==> src/rtl/fm_tile_loader.sv <==
// Packs an 8-bit pixel stream into 64-bit input_fm tiles and holds them in a
// 2-entry ping-pong buffer that feeds computation_engine over valid/ready.
module fm_tile_loader #(
  parameter int PIX_W  = 8,
  parameter int TILE_N = 8,
  parameter int TILE_W = PIX_W * TILE_N,
  parameter int CNT_W  = 16
) (
  input  logic              clk,
  input  logic              rst_n,
  input  logic [PIX_W-1:0]  s_data,
  input  logic              s_valid,
  input  logic              s_last,
  output logic              s_ready,
  output logic [TILE_W-1:0] m_tile,
  output logic              m_valid,
  output logic              m_last,
  input  logic              m_ready,
  output logic [CNT_W-1:0]  tile_cnt,
  output logic [1:0]        dbg_occ
);

  localparam int PC_W = (TILE_N > 1) ? $clog2(TILE_N) : 1;

  typedef enum logic [1:0] {
    EMPTY = 2'd0,
    ONE   = 2'd1,
    FULL  = 2'd2
  } occ_e;

  occ_e              occ_q, occ_d;
  logic [PC_W-1:0]   pix_cnt_q, pix_cnt_d;
  logic              wr_sel_q, wr_sel_d;
  logic              rd_sel_q, rd_sel_d;
  logic [CNT_W-1:0]  tile_cnt_q, tile_cnt_d;
  logic              s_ready_q, s_ready_d;
  logic [TILE_W-1:0] tile_buf_q [2];
  logic [1:0]        last_q;

  logic accept, pop, commit;

  // Both ports use valid/ready: a beat transfers on the rising edge where
  // valid and ready are both high; data is held stable while valid waits.
  assign accept = s_valid & s_ready_q;
  assign pop    = m_valid & m_ready;
  assign commit = accept & (s_last | (pix_cnt_q == PC_W'(TILE_N - 1)));

  always_comb begin
    occ_d      = occ_q;
    pix_cnt_d  = pix_cnt_q;
    wr_sel_d   = wr_sel_q ^ commit;
    rd_sel_d   = rd_sel_q ^ pop;
    tile_cnt_d = tile_cnt_q + CNT_W'(pop);
    case (occ_q)
      EMPTY:   if (commit) occ_d = ONE;
      ONE: begin
        if (commit && !pop)      occ_d = FULL;
        else if (!commit && pop) occ_d = EMPTY;
      end
      FULL:    if (pop) occ_d = ONE;
      default: occ_d = EMPTY;
    endcase
    if (accept) pix_cnt_d = commit ? '0 : pix_cnt_q + PC_W'(1);
    // Ready is registered from the next occupancy so it drops only in FULL.
    s_ready_d = (occ_d != FULL);
  end

  always_ff @(posedge clk or negedge rst_n) begin
    if (!rst_n) begin
      occ_q      <= EMPTY;
      pix_cnt_q  <= '0;
      wr_sel_q   <= 1'b0;
      rd_sel_q   <= 1'b0;
      tile_cnt_q <= '0;
      s_ready_q  <= 1'b0;
    end else begin
      occ_q      <= occ_d;
      pix_cnt_q  <= pix_cnt_d;
      wr_sel_q   <= wr_sel_d;
      rd_sel_q   <= rd_sel_d;
      tile_cnt_q <= tile_cnt_d;
      s_ready_q  <= s_ready_d;
    end
  end

  // The first pixel of a tile clears the stale bytes so short frames pad with 0.
  always_ff @(posedge clk or negedge rst_n) begin
    if (!rst_n) begin
      tile_buf_q[0] <= '0;
      tile_buf_q[1] <= '0;
      last_q        <= '0;
    end else if (accept) begin
      if (pix_cnt_q == '0)
        tile_buf_q[wr_sel_q] <= {{(TILE_W - PIX_W){1'b0}}, s_data};
      else
        tile_buf_q[wr_sel_q][int'(pix_cnt_q) * PIX_W +: PIX_W] <= s_data;
      if (commit) last_q[wr_sel_q] <= s_last;
    end
  end

  assign s_ready  = s_ready_q;
  assign m_valid  = (occ_q != EMPTY);
  assign m_tile   = tile_buf_q[rd_sel_q];
  assign m_last   = last_q[rd_sel_q];
  assign tile_cnt = tile_cnt_q;
  assign dbg_occ  = occ_q;

endmodule

==> config.mk <==
export PLATFORM = sky130hd
export DESIGN_NAME = fm_tile_loader
export DESIGN_NICKNAME = d
export VERILOG_FILES = /design/src/rtl/fm_tile_loader.sv
export SDC_FILE = /design/constraint.sdc
export NUM_CORES = 1
export LEC_CHECK = 0
export BUFFER_PORTS_ARGS = -buffer_cell sky130_fd_sc_hd__buf_4
export CELL_PAD_IN_SITES_DETAIL_PLACEMENT = 1
export CELL_PAD_IN_SITES_GLOBAL_PLACEMENT = 1
export CORE_MARGIN = 2
export CORE_UTILIZATION = 47
export DETAILED_ROUTE_END_ITERATION = 7
export HOLD_SLACK_MARGIN = 0.12
export PLACE_DENSITY_LB_ADDON = 0.12
export SLEW_MARGIN = 25
export SYNTH_ARGS = -nofsm -noshare
export SYNTH_HDL_FRONTEND = slang
export SYNTH_SLANG_ARGS = --single-unit
==> constraint.sdc <==
create_clock -name clk -period 2.7 [get_ports clk]
set_clock_uncertainty 0.1 [all_clocks]
set_input_delay 0.135 -clock clk [delete_from_list [all_inputs] [get_ports clk]]
set_output_delay 0.135 -clock clk [all_outputs]
set_load 0.01 [all_outputs]
# --- Word-level counts from Yosys, hierarchy flattened ---
# Index checks and enable logic that the tools add are counted.
word_totals:
  ff_bits: 154
  in_bits: 13
  output_inout_bits: 85
  word_cells: 63
op_classes:
  n_addsub: 3
  magnitude_cmp: 6
  eq_ne: 4
  n_shift: 2
  muxes: 21
  n_bitwise: 8
  reduce_logical: 10
ops:
  columns: ["cell", "n"]
  rows:
  - ["64-bit two-way mux", 5]
  - ["128-bit bitwise mux", 2]
  - ["64-bit demux with 1-bit select", 2]
  - ["128-bit two-way mux", 1]
  - ["8-bit by 33-bit variable shift with 64-bit output, first input constant", 1]
  - ["8-bit by 33-bit indexed part select with 64-bit output", 1]
  - ["6-bit negation with 33-bit output", 1]
  - ["16-bit by 1-bit adder with 16-bit output", 1]
  - ["2-bit two-way mux", 4]
  - ["2-bit case mux with 3 select lines", 1]
  - ["2-bit greater-or-equal comparator, second input constant", 2]
  - ["1-bit logical AND", 4]
  - ["1-bit by 2-bit < comparator with 1-bit output, second input constant", 2]
  - ["1-bit inverter with 2-bit output", 2]
  - ["3-bit by 1-bit adder with 3-bit output, second input constant", 1]
  - ["1-bit AND", 3]
  - ["3-bit equality test, second input constant", 1]
  - ["3-bit logical NOT", 1]
  - ["1-bit two-way mux", 3]
  - ["3-bit two-way mux", 1]
  - ["2-bit bitwise mux", 1]
  - ["2-bit by 1-bit equality test with 1-bit output, second input constant", 1]
  - ["2-bit equality test, second input constant", 1]
  - ["1-bit logical NOT", 2]
  - ["other kinds (9)", 10]

# --- Logic depth before layout (Yosys ltp) ---
logic_depth:
  word_depth: 9
  mapped_depth: 10
  ltp_nobuf: 8

# --- Worst setup path before layout ---
# Ideal clock, no wire load.
synth_path:
  kind: "flip-flop to flip-flop"
  startpoint: "reg pix_cnt_q[1]"
  endpoint: "reg tile_buf_q[116] (netlist bit)"
  setup_ps: 66
  arrival_ps: 2176
  t_required_ps: 2534
  path_slack_ps: 358
  path_stages_with_launch: 9
  n_path_buf: 1
  period_less_slack_ps: 2342
  cell_sequence: "dfrtp_1 > inv_1 > ha_1 > ha_1 > and2b_1 > nor3b_1 > nor2b_1 > clkbuf_1 > a22o_1"
synth_between:
  elab_chain_len: 6
  word_cells_on_any_way: 8
  classes_between: "1 x add/sub; 2 x shift; 4 x mux; 1 x reduce/logical"
synth_lines:
  columns: ["item", "line", "source"]
  rows:
  - ["start: declaration", "32", "logic [PC_W-1:0] pix_cnt_q, pix_cnt_d;"]
  - ["start signal: assignment", "78", "pix_cnt_q <= pix_cnt_d;"]
  - ["6-bit negation with 33-bit output", "96", "tile_buf_q[wr_sel_q][int'(pix_cnt_q) * PIX_W +: PIX_W] <= s_data;"]
  - ["8-bit by 33-bit variable shift with 64-bit output", "96", null]
  - ["64-bit two-way mux (not written as such)", "96", null]
  - ["64-bit demux with 1-bit select", "96", null]
  - ["128-bit bitwise mux", "96", null]
  - ["128-bit two-way mux *", "93", "if (pix_cnt_q == '0)"]
  - ["end signal: indexed assignment", "94", "tile_buf_q[wr_sel_q] <= {{(TILE_W - PIX_W){1'b0}}, s_data};"]
  - ["end signal: indexed assignment", "96", null]
  - ["end: declaration", "37", "logic [TILE_W-1:0] tile_buf_q [2];"]
# Mark *: on every way between the ends. The rest lies on a longest branch, timed or not.
# A chain may end at the register's enable or synchronous reset.

# --- Worst setup path in the final report ---
layout_path:
  startpoint: "reg pix_cnt_q[1]"
  endpoint: "reg tile_buf_q[86] (netlist bit)"
# The elaborated chain is that of the path after synthesis.

==> results.cfg <==
[cts]
clk_pin_slew_ps = 60
htreeDepth = 4
clk_path_buf_depth = 2
cts_buffers = 17
ctsRootBufferMaster = clkbuf_16
cts.sinks = 154
cts_setup_buffers = 0
cts_tree = yes
clk_latency_ps = 430

[yosys]
ys_warn_count = 0
synth_top_flop_cell = dfrtp_1
ys_top_cells_by_area = dfrtp_1 55%, mux2_2 13%, a22o_1 11%
synth_nets = 578
post-synth-top-area-fraction_pct = 54.6
yosysTopAreaCell = dfrtp_1
synth-seq-area-share_pct = 54.6
yosysMostFrequentCell = dfrtp_1
ys_ff_latch = 154
synth_cells = 557
synth.distinct_cells = 53
synth.avg_cell_area_sq_um = 12.7
async_flop_share_pct = 100
synth_common_cells = 154 x dfrtp_1, 86 x a22o_1, 80 x mux2_2
synth_edf_count = 0
syn-cell-area_sq_um = 7060

[timing]
finalWorstSetupSlack_ps = 224
hold_viol = 0
relSlewSlack_pct = 52.9
fin_crit_sh_pct = 91.7
fmax_mhz = 404
finalCriticalPeriod_ps = 2480
setup_viol = 0
tns_ps = 0
worstMarginPinSlew_ps = 707
grt_setup_unrepaired = false
drv_slew = 0

[floorplanning]
rows = 44
design.die.area_sq_um = 16000
start_util_pct = 48.4
pin_count = 98
design.core.area_sq_um = 14600
die_y_microns = 127
dieWidth_microns = 127

[setup_path]
cp_top_family = compound AO/OA/AOI/OAI gates
cp_num_buf_inv = 2
path_cells = inv_1 -> ha_1 -> ha_1 -> buf_4 -> nor2b_1 -> nand3_1 -> o21a_1 -> a2bb2o_1
worst_setup_path_end_kind = flop
cp_slowest_cell = dfrtp_2
required_ps = 2910
worstPathArrival_ps = 2690
path_class = flop to flop
startpoint_type = flop
cpMostUsedCell = ha_1
crit_fanout = 11
critPathMaxStageDelay_ps = 460

[grt]
antenna_found_initial = 0
grt.met2_usage_pct = 42.9
use_met1_pct = 34.6
grt.met3_usage_pct = 5.02
grt_pass1_wl_microns = 31900
overflow = 0
top_usage_layer = met2
grt_use_total_pct = 25.5
grt_start_max_net_pins = 75
grt_pass1_vias = 5614

[placement]
dp_slack_ps = 35.2
dp.final_hpwl_microns = 12900
globalplace.congestion = 0.932
numPortBuffers = 97

[drt]
ant_nets = 0
route.detailed.drc = 0
drt_iter0_drc = 304
dr_total_vias = 5179
vias_per_cell = 5.95
wl_per_cell_microns = 22.5
dr.pass1.iters = 4
totalWireLength_microns = 19600

[pwr]
p_switching_mw = 2.24
seqPwrFrac_pct = 37.5
swShare_pct = 30.7
power_frac_comb_pct = 26.9
p_int_mw = 5.07
power_density_nw_per_um2 = 828
p_clk_share_pct = 35.6
vdd_drop_max_mv = 0.576
power_leakage_nw = 4.22
p_total_mw = 7.31

[layout]
area_delta_synth_final_pct = 25.0
fin_nets = 695
num-fill-cells = 1450
antenna_cells = 0
drive_gt1_share_pct = 37.6

[worst_hold_path]
hold_class = primary input to async pin

[run]
cap_violations = 0

[outcome]
status = completed
[placed cells by master (no fill, tap or decap), types with 10 or more instances in the layout]
| cell | n |
|---|---|
| dfrtp_1 | 152 |
| buf_4 | 114 |
| a22o_1 | 86 |
| mux2_2 | 80 |
| nand2_1 | 34 |
| o31ai_1 | 25 |
| clkbuf_16 | 17 |
| o21ai_0 | 14 |
| nand3_1 | 13 |
| dlygate4sd3_1 | 12 |
| xnor2_1 | 11 |
| nand2b_1 | 11 |
| nor2b_1 | 10 |
[per-stage QoR]
step | cells | utilization [%] | area [sq um] | hold WS (ps)
final | 871 | 60.5 | 8830 | 205
after global routing | 871 | 60.5 | 8830 | 247
after CTS | 871 | 60.4 | 8810 | 229
after detailed placement | 827 | 55.1 | 8040 | 110
after global placement | 827 | 55.1 | 8040 | 95.8
after floorplan | 557 | - | 7060 | -261
[worst register-to-register path, stage by stage (launching register included)]
cell and delay [ps]:
dfrtp_2 460, inv_1 120, ha_1 200, ha_1 290, buf_4 190, nor2b_1 190, nand3_1 170, o21a_1 340
a2bb2o_1 310
[flip-flops by register name, indices dropped and copies added (netlist names)]
signal	flops
last_q	2
rd_sel_q	1
s_ready	1
dbg_occ	2
tile_buf_q	128
tile_cnt	16
wr_sel_q	1
pix_cnt_q	3
[power groups by stage]
stage               Clock (mW)  Sequential (mW)  Combinational [mW]
global placement             0             2.75                1.89
global route              2.73             2.78                2.13
CTS                       2.62             2.74                1.99
finish                    2.60             2.74                1.97
detailed placement           0             2.77                1.95
floorplan                    0             2.73                1.25
[routing by layer]
layer	routed length, microns	part of all wire (%)
met1	8880	45
met2	9830	50
met5	0	0
met4	272	1.4
met3	619	3.2
[cell families (layout without fill, tap and decap cells)]
kind of cell / count (synthesis) / in the layout / share of synthesized area [%]
adders and majority gates: 8 / 8 / 1.42
AOI/OAI and AO/OA: 146 / 146 / 16.9
DFF: 154 / 154 / 54.6
and+or+nand+nor: 115 / 115 / 9.90
buffers and inverters: 37 / 167 / 2.39
muxes: 80 / 80 / 12.8
xor gates and xnor gates: 17 / 17 / 2.11
[what timing repair did]
| item | 4_1_cts | 5_1_grt |
|---|---|---|
| hold endpoints to repair | 181 | 0 |
| hold buffers | 12 | 0 |
| setup endpoints to repair | 1 | 39 |
| gates resized for setup | 1 | 5 |
[cell type report]
cell class                      count  area (sq um)  share of cell area (%)
Sequential cell                   154          3860                    43.7
Multi-Input combinational cell    366          3060                    34.6
Timing Repair Buffer              128          1010                    11.4
Clock buffer                       22           484                    5.48
Tap cell                          184           230                    2.61
Clock inverter                     10           164                    1.86
Inverter                            7          31.3                   0.354
[path summary, 6_finish.rpt]
check | start | endpoint | slack [ps] | depth (start not counted)
max in group asynchronous | rst_n | tile_buf_q[29]$_DFFE_PN0P_ | 1540 | 3
min | rst_n | tile_cnt[5]$_DFF_PN0_ | 210 | 2
max | pix_cnt_q[1]$_DFFE_PN0P_ | tile_buf_q[86]$_DFFE_PN0P_ | 220 | 8
min reg2reg | tile_buf_q[77]$_DFFE_PN0P_ | tile_buf_q[77]$_DFFE_PN0P_ | 380 | 2
min in group clk | tile_buf_q[77]$_DFFE_PN0P_ | tile_buf_q[77]$_DFFE_PN0P_ | 380 | 2
max reg2reg | pix_cnt_q[1]$_DFFE_PN0P_ | tile_buf_q[86]$_DFFE_PN0P_ | 220 | 8
No activity file was read; power rests on OpenSTA's default activity.
